## src/rtl/mux_n_pipe.sv

```systemverilog
// N:1 word-select mux built as a tree of 2:1 levels, with registered,
// valid-tagged output, optional mid-tree register, stall and flush.
module mux_n_pipe #(
  parameter int WIDTH   = 16,
  parameter int NUM_IN  = 8,
  parameter int SEL_W   = 3,
  parameter int LATENCY = 1
) (
  input  logic                    clk,
  input  logic                    rst,
  input  logic [NUM_IN*WIDTH-1:0] in_bus,
  input  logic [SEL_W-1:0]        s,
  input  logic                    E,
  input  logic                    in_valid,
  input  logic                    stall,
  input  logic                    flush,
  output logic [WIDTH-1:0]        out,
  output logic                    out_valid,
  output logic                    sel_err
);

  localparam int HI = SEL_W / 2;
  localparam int LO = SEL_W - HI;
  localparam int NL = 1 << SEL_W;
  localparam int NP = 1 << HI;
  localparam int HW = (HI > 0) ? HI : 1;
  localparam logic [SEL_W:0] LIMIT = (SEL_W + 1)'(NUM_IN);

  // Lower LO levels; leaves past NUM_IN read as zero, which also
  // makes out-of-range selects yield zero data.
  function automatic logic [NP*WIDTH-1:0] reduce_lo(
    input logic [NUM_IN*WIDTH-1:0] d,
    input logic [LO-1:0]           sel
  );
    logic [NL*WIDTH-1:0] t;
    t = '0;
    t[NUM_IN*WIDTH-1:0] = d;
    for (int j = 0; j < LO; j++) begin
      for (int i = 0; i < (NL >> (j + 1)); i++) begin
        t[i*WIDTH +: WIDTH] = sel[j] ? t[(2*i+1)*WIDTH +: WIDTH]
                                     : t[(2*i)*WIDTH +: WIDTH];
      end
    end
    return t[NP*WIDTH-1:0];
  endfunction

  function automatic logic [WIDTH-1:0] reduce_hi(
    input logic [NP*WIDTH-1:0] p,
    input logic [HW-1:0]       sh
  );
    logic [NP*WIDTH-1:0] t;
    t = p;
    for (int j = 0; j < HI; j++) begin
      for (int i = 0; i < (NP >> (j + 1)); i++) begin
        t[i*WIDTH +: WIDTH] = sh[j] ? t[(2*i+1)*WIDTH +: WIDTH]
                                    : t[(2*i)*WIDTH +: WIDTH];
      end
    end
    return t[WIDTH-1:0];
  endfunction

  logic [NP*WIDTH-1:0] part;
  logic [HW-1:0]       s_hi;
  logic                oor;

  assign part = reduce_lo(in_bus, s[LO-1:0]);
  assign s_hi = s[SEL_W-1 -: HW];
  assign oor  = ({1'b0, s} >= LIMIT);

  if (LATENCY == 1) begin : g_l1
    always_ff @(posedge clk or posedge rst) begin
      if (rst) begin
        out       <= '0;
        out_valid <= 1'b0;
        sel_err   <= 1'b0;
      end else if (flush) begin
        out_valid <= 1'b0;
        sel_err   <= 1'b0;
      end else if (!stall) begin
        out       <= E ? reduce_hi(part, s_hi) : '0;
        out_valid <= in_valid;
        sel_err   <= in_valid & E & oor;
      end
    end
  end else begin : g_l2
    logic [NP*WIDTH-1:0] part_a;
    logic [HW-1:0]       s_hi_a;
    logic                e_a;
    logic                err_a;
    logic                v_a;

    always_ff @(posedge clk or posedge rst) begin
      if (rst) begin
        part_a <= '0;
        s_hi_a <= '0;
        e_a    <= 1'b0;
        err_a  <= 1'b0;
        v_a    <= 1'b0;
      end else if (flush) begin
        err_a  <= 1'b0;
        v_a    <= 1'b0;
      end else if (!stall) begin
        part_a <= part;
        s_hi_a <= s_hi;
        e_a    <= E;
        err_a  <= E & oor;
        v_a    <= in_valid;
      end
    end

    always_ff @(posedge clk or posedge rst) begin
      if (rst) begin
        out       <= '0;
        out_valid <= 1'b0;
        sel_err   <= 1'b0;
      end else if (flush) begin
        out_valid <= 1'b0;
        sel_err   <= 1'b0;
      end else if (!stall) begin
        out       <= e_a ? reduce_hi(part_a, s_hi_a) : '0;
        out_valid <= v_a;
        sel_err   <= v_a & err_a;
      end
    end
  end

endmodule

```

## config.mk

```make
export PLATFORM = sky130hd
export DESIGN_NAME = mux_n_pipe
export DESIGN_NICKNAME = d
export VERILOG_FILES = /design/src/rtl/mux_n_pipe.sv
export SDC_FILE = /design/constraint.sdc
export NUM_CORES = 1
export LEC_CHECK = 0
export ABC_AREA = 1
export CAP_MARGIN = 20
export CORE_MARGIN = 1.5
export CORE_UTILIZATION = 39
export DETAILED_ROUTE_END_ITERATION = 7
export GPL_ROUTABILITY_DRIVEN = 0
export PLACE_DENSITY = 0.88
export RECOVER_POWER = 25
export SETUP_SLACK_MARGIN = 0.3
export SYNTH_ARGS = -nofsm -noshare
export SYNTH_HDL_FRONTEND = slang
export SYNTH_SLANG_ARGS = --single-unit
```

## constraint.sdc

```tcl
create_clock -name clk -period 1.81 [get_ports clk]
set_clock_uncertainty 0.2 [all_clocks]
set_input_delay 0.362 -clock clk [delete_from_list [all_inputs] [get_ports clk]]
set_output_delay 0.362 -clock clk [all_outputs]
set_load 0.05 [all_outputs]
```

---- Word level (Yosys, flattened, before mapping) ----
Cells that the tools add are included.
word-level totals
  register bits after elaboration ......... 18
operators by class
  mux-type cells .......................... 12
  eq/ne operators ......................... 1
  bitwise logic cells ..................... 2
  reductions and logical operators ........ 1
operator list
  cell                                                   count
  2-to-1 mux 16 bit                                      8
  2-to-1 mux 1 bit                                       4
  inequality test 2 x 1 -> 1 bit, second input constant  1
  NOT 1 bit                                              2
  AND reduction 2 bit                                    1

---- Logic depth before layout (Yosys ltp) ----
  depth after elaboration ................. 4
  mapped depth ............................ 8

---- Worst setup path before layout ----
OpenSTA, ideal clock, no wires.
  path kind ............................... input port to flip-flop
  start ................................... input flush
  end ..................................... register out[0]
  cell stages on the path ................. 5
  data required time ...................... 1.492 ns
  path buffers ............................ 2
  data arrival time ....................... 1.060 ns
  slack ................................... 0.433 ns
  cells stage by stage .................... or2_1 -> buf_6 -> dlymetal6s2s_1 -> nand2_1 -> nand2_1
on the way
  cells in the longest elaborated chain, start to end .. 2
RTL lines
  element                        RTL line  RTL
  start: declaration             16        input logic flush,
  NOT 1 bit (no line)            n/a
  AND reduction 2 bit (no line)  n/a
  end signal: assignment         80        out <= E ? reduce_hi(part, s_hi) : '0;
  end: declaration               17        output logic [WIDTH-1:0] out,
No other way between the ends.
A chain may end at the register's enable or synchronous reset.

---- Worst setup path after layout ----
  start ................................... input s[2]
  end ..................................... register out[4]
on the way
  cells in the longest elaborated chain, start to end .. 2
RTL lines
  element             RTL line  RTL
  start: declaration  12        input logic [SEL_W-1:0] s,
  2-to-1 mux 16 bit   55        t[i*WIDTH +: WIDTH] = sh[j] ? t[(2*i+1)*WIDTH +: WIDTH]
  2-to-1 mux 16 bit   80
No other way between the ends.

==> flow_metrics.tcl <==
set metrics [dict create \
    synth.yosys.warnings 0 \
    cap_violations 0 \
    grt_usage_pct 26.5 \
    ant_nets 0 \
    dp.final_hpwl_um 6420 \
    status "finished clean" \
    start_util_pct 40.5 \
    die_area_mm2 0.00618 \
    reg2reg_to "out_valid$_DFFE_PP0P_" \
    stdcell_count 654 \
    drive_above_1_share_pct 7.90 \
    clockBufferDepth 2 \
    synth_seq_cells 17 \
    syn_nets 575 \
    start_kind "primary input" \
    fillerInstances 466 \
    wl_met3_um 664 \
    rr_worst_depth 2 \
    grt_overflow 0 \
    worstPathArrival_ns 1.43 \
    setup_violations 0 \
    maxSlewViolCount 0 \
    power_density_mw_per_mm2 451 \
    path_delay_family "buffers and inverters" \
    finalCritPeriodShare_pct 82.1 \
    grt_max_degree 47 \
    firstDrtPassIters 4 \
    hold_class "in2reg" \
    area_growth_pct 82.3 \
    dp_cells 648 \
    cts_buffers 3 \
    cts_tree "yes" \
    reg2reg_slack_ns 0.89 \
    fmax_ghz 0.673 \
    r2r_start "out_valid$_DFFE_PP0P_" \
    drt_iter0_drc 191 \
    wl_um 8270 \
    fin_nets 720 \
    ys_types 17 \
    multi_input_area_mm2 0.00128 \
    rsz0062_at_grt "no" \
    synth_area_mm2 0.00223 \
    setup_slack_ns 0.324 \
    cpMaxStageDelayCell "clkdlybuf4s50_1" \
    io_pins 155 \
    highest_layer "met4" \
    finalCriticalPeriod_ns 1.49 \
    postCtsHoldBufs 0 \
    hold_viol_final 0 \
    fp.dieH_um 78.6 \
    worstPathMaxFanout 16 \
    path_cells "clkdlybuf4s50_1, inv_2, nand3_1, nand3_2, nand2_1" \
    htree_levels 1 \
    synthCells 438 \
    whs_path_depth 2 \
    n_antenna_cell 0 \
    grt_pass1_wl_um 13100 \
    area.sequential_um2 425 \
    finalSetupTns_ns 0 \
    placement.io_buffers 153 \
    syn_avg_cell_area_um2 5.09 \
    die_w_um 78.6 \
    dp_slack_ns -0.125 \
    power_mw 1.83 \
    grt_pass1_vias 2971 \
    wl_met1_um 3100 \
    peakVddDrop_mv 0.293 \
    wl_met2_um 4320 \
    fin_util_pct 73.8 \
    cp-startpoint "s[2]" \
    crit_path_end_kind "flip-flop" \
    ys_seq_area_share_pct 19.1 \
    cts-root-buf "clkbuf_8" \
    grt_antenna_before_repair 0 \
    hold_end "out_valid$_DFFE_PP0P_" \
    worst-path-buf-inv 2 \
    vias 3072 \
    worst-setup-path-type "in2reg" \
    drcViolationCount 0 \
    post_drt_wl_per_cell_um 12.6 \
    power_leakage_nw 2.26 \
    viasPerCell 4.70 \
    clock_latency_ns 0.25 \
    clock-sinks 17 \
    required_ns 1.75 \
    worstHoldStart "flush" \
    slowest_delay_ns 0.45 \
    core_area_mm2 0.00551 \
    row_count 27 \
    clk_pin_slew_worst_paths_ns 0.07 \
]
==> cell type report <==
class                      instances  area share, %
inverter                         101           9.51
timing repair buffer             166           45.1
sequential                        17           10.5
tap                               72           2.22
multi-input combinational        294           31.6
clock buffer                       4           1.11
==> worst reg2reg max path, cell delays in order (launching register included) <==
cell     delay [ns]
dfrtp_1        0.41
mux2i_1        0.15
nor2_1         0.06
==> cell usage in the layout (no fill, tap or decap) <==
cell,count
buf_12,19
buf_2,1
buf_4,9
buf_6,1
buf_8,1
clkbuf_1,1
clkbuf_8,3
clkdlybuf4s50_1,131
conb_1,1
dfrtp_1,17
dlygate4sd2_1,1
dlygate4sd3_1,1
dlymetal6s2s_1,2
inv_1,97
inv_2,2
inv_4,1
inv_6,1
mux2i_1,1
nand2_1,192
nand3_1,91
nand3_2,5
nor2_1,1
nor2_4,1
nor2_8,1
or2_4,1
==> routing by layer <==
metal / vias up / global-route usage [%]
li1: 1574 / -
met1: 1326 / 28.1
met2: 156 / 51.7
met3: 16 / 4.77
met4: 0 / 8.39
met5: - / 0
==> what timing repair did <==
action,4_1_cts,5_1_grt
pin swaps,2,2
buffers inserted,0,1
cloned,1,0
endpoints found under the setup margin,16,14
gates resized for setup,6,8
==> worst max path at each step <==
stage	to	slack, ns	cells past startpoint
after floorplan	out[0]$_DFFE_PP0P_	0.43	5
after global placement	out[3]$_DFFE_PP0P_	-0.05	6
after detailed placement	out[14]$_DFFE_PP0P_	-0.13	6
after CTS	out[5]$_DFFE_PP0P_	0.30	5
after global routing	out[4]$_DFFE_PP0P_	0.31	5
final	out[4]$_DFFE_PP0P_	0.32	5
==> per-stage QoR <==
| step | instance area (um^2) | hold slack [ns] |
|---|---|---|
| after floorplan | 2230 | 0.0881 |
| after global placement | 3940 | 0.272 |
| after detailed placement | 3940 | 0.282 |
| after CTS | 4010 | 0.230 |
| after global routing | 4070 | 0.114 |
| final | 4070 | 0.121 |
==> registers in the layout, summed over array words and instances, names as in the netlist <==
register,count
out_valid,1
out,16
==> synth_stat cells (all sizes together) <==
library cell	count	share of area [%]
dlymetal6s2s	1	0.56
dfrtp	17	19
nor2	2	1.1
conb	1	0.17
or2	1	0.28
nand3	96	22
inv	101	17
buf	26	7.4
nand2	192	32
mux2i	1	0.45
==> report_power, final <==
part	total, mW	internal, mW	switching [mW]
combinational	1.07	0.568	0.497
clock	0.286	0.156	0.130
sequential	0.481	0.427	0.0542
==> cells by family after synthesis <==
| group | after synthesis | synth area share [%] |
|---|---|---|
| multiplexers | 1 | 0.449 |
| other | 1 | 0.168 |
| flip-flops | 17 | 19.1 |
| AND/OR/NAND/NOR | 291 | 55.2 |
| buffers and inverters | 128 | 25.1 |
No activity file was read; power rests on OpenSTA's default activity.
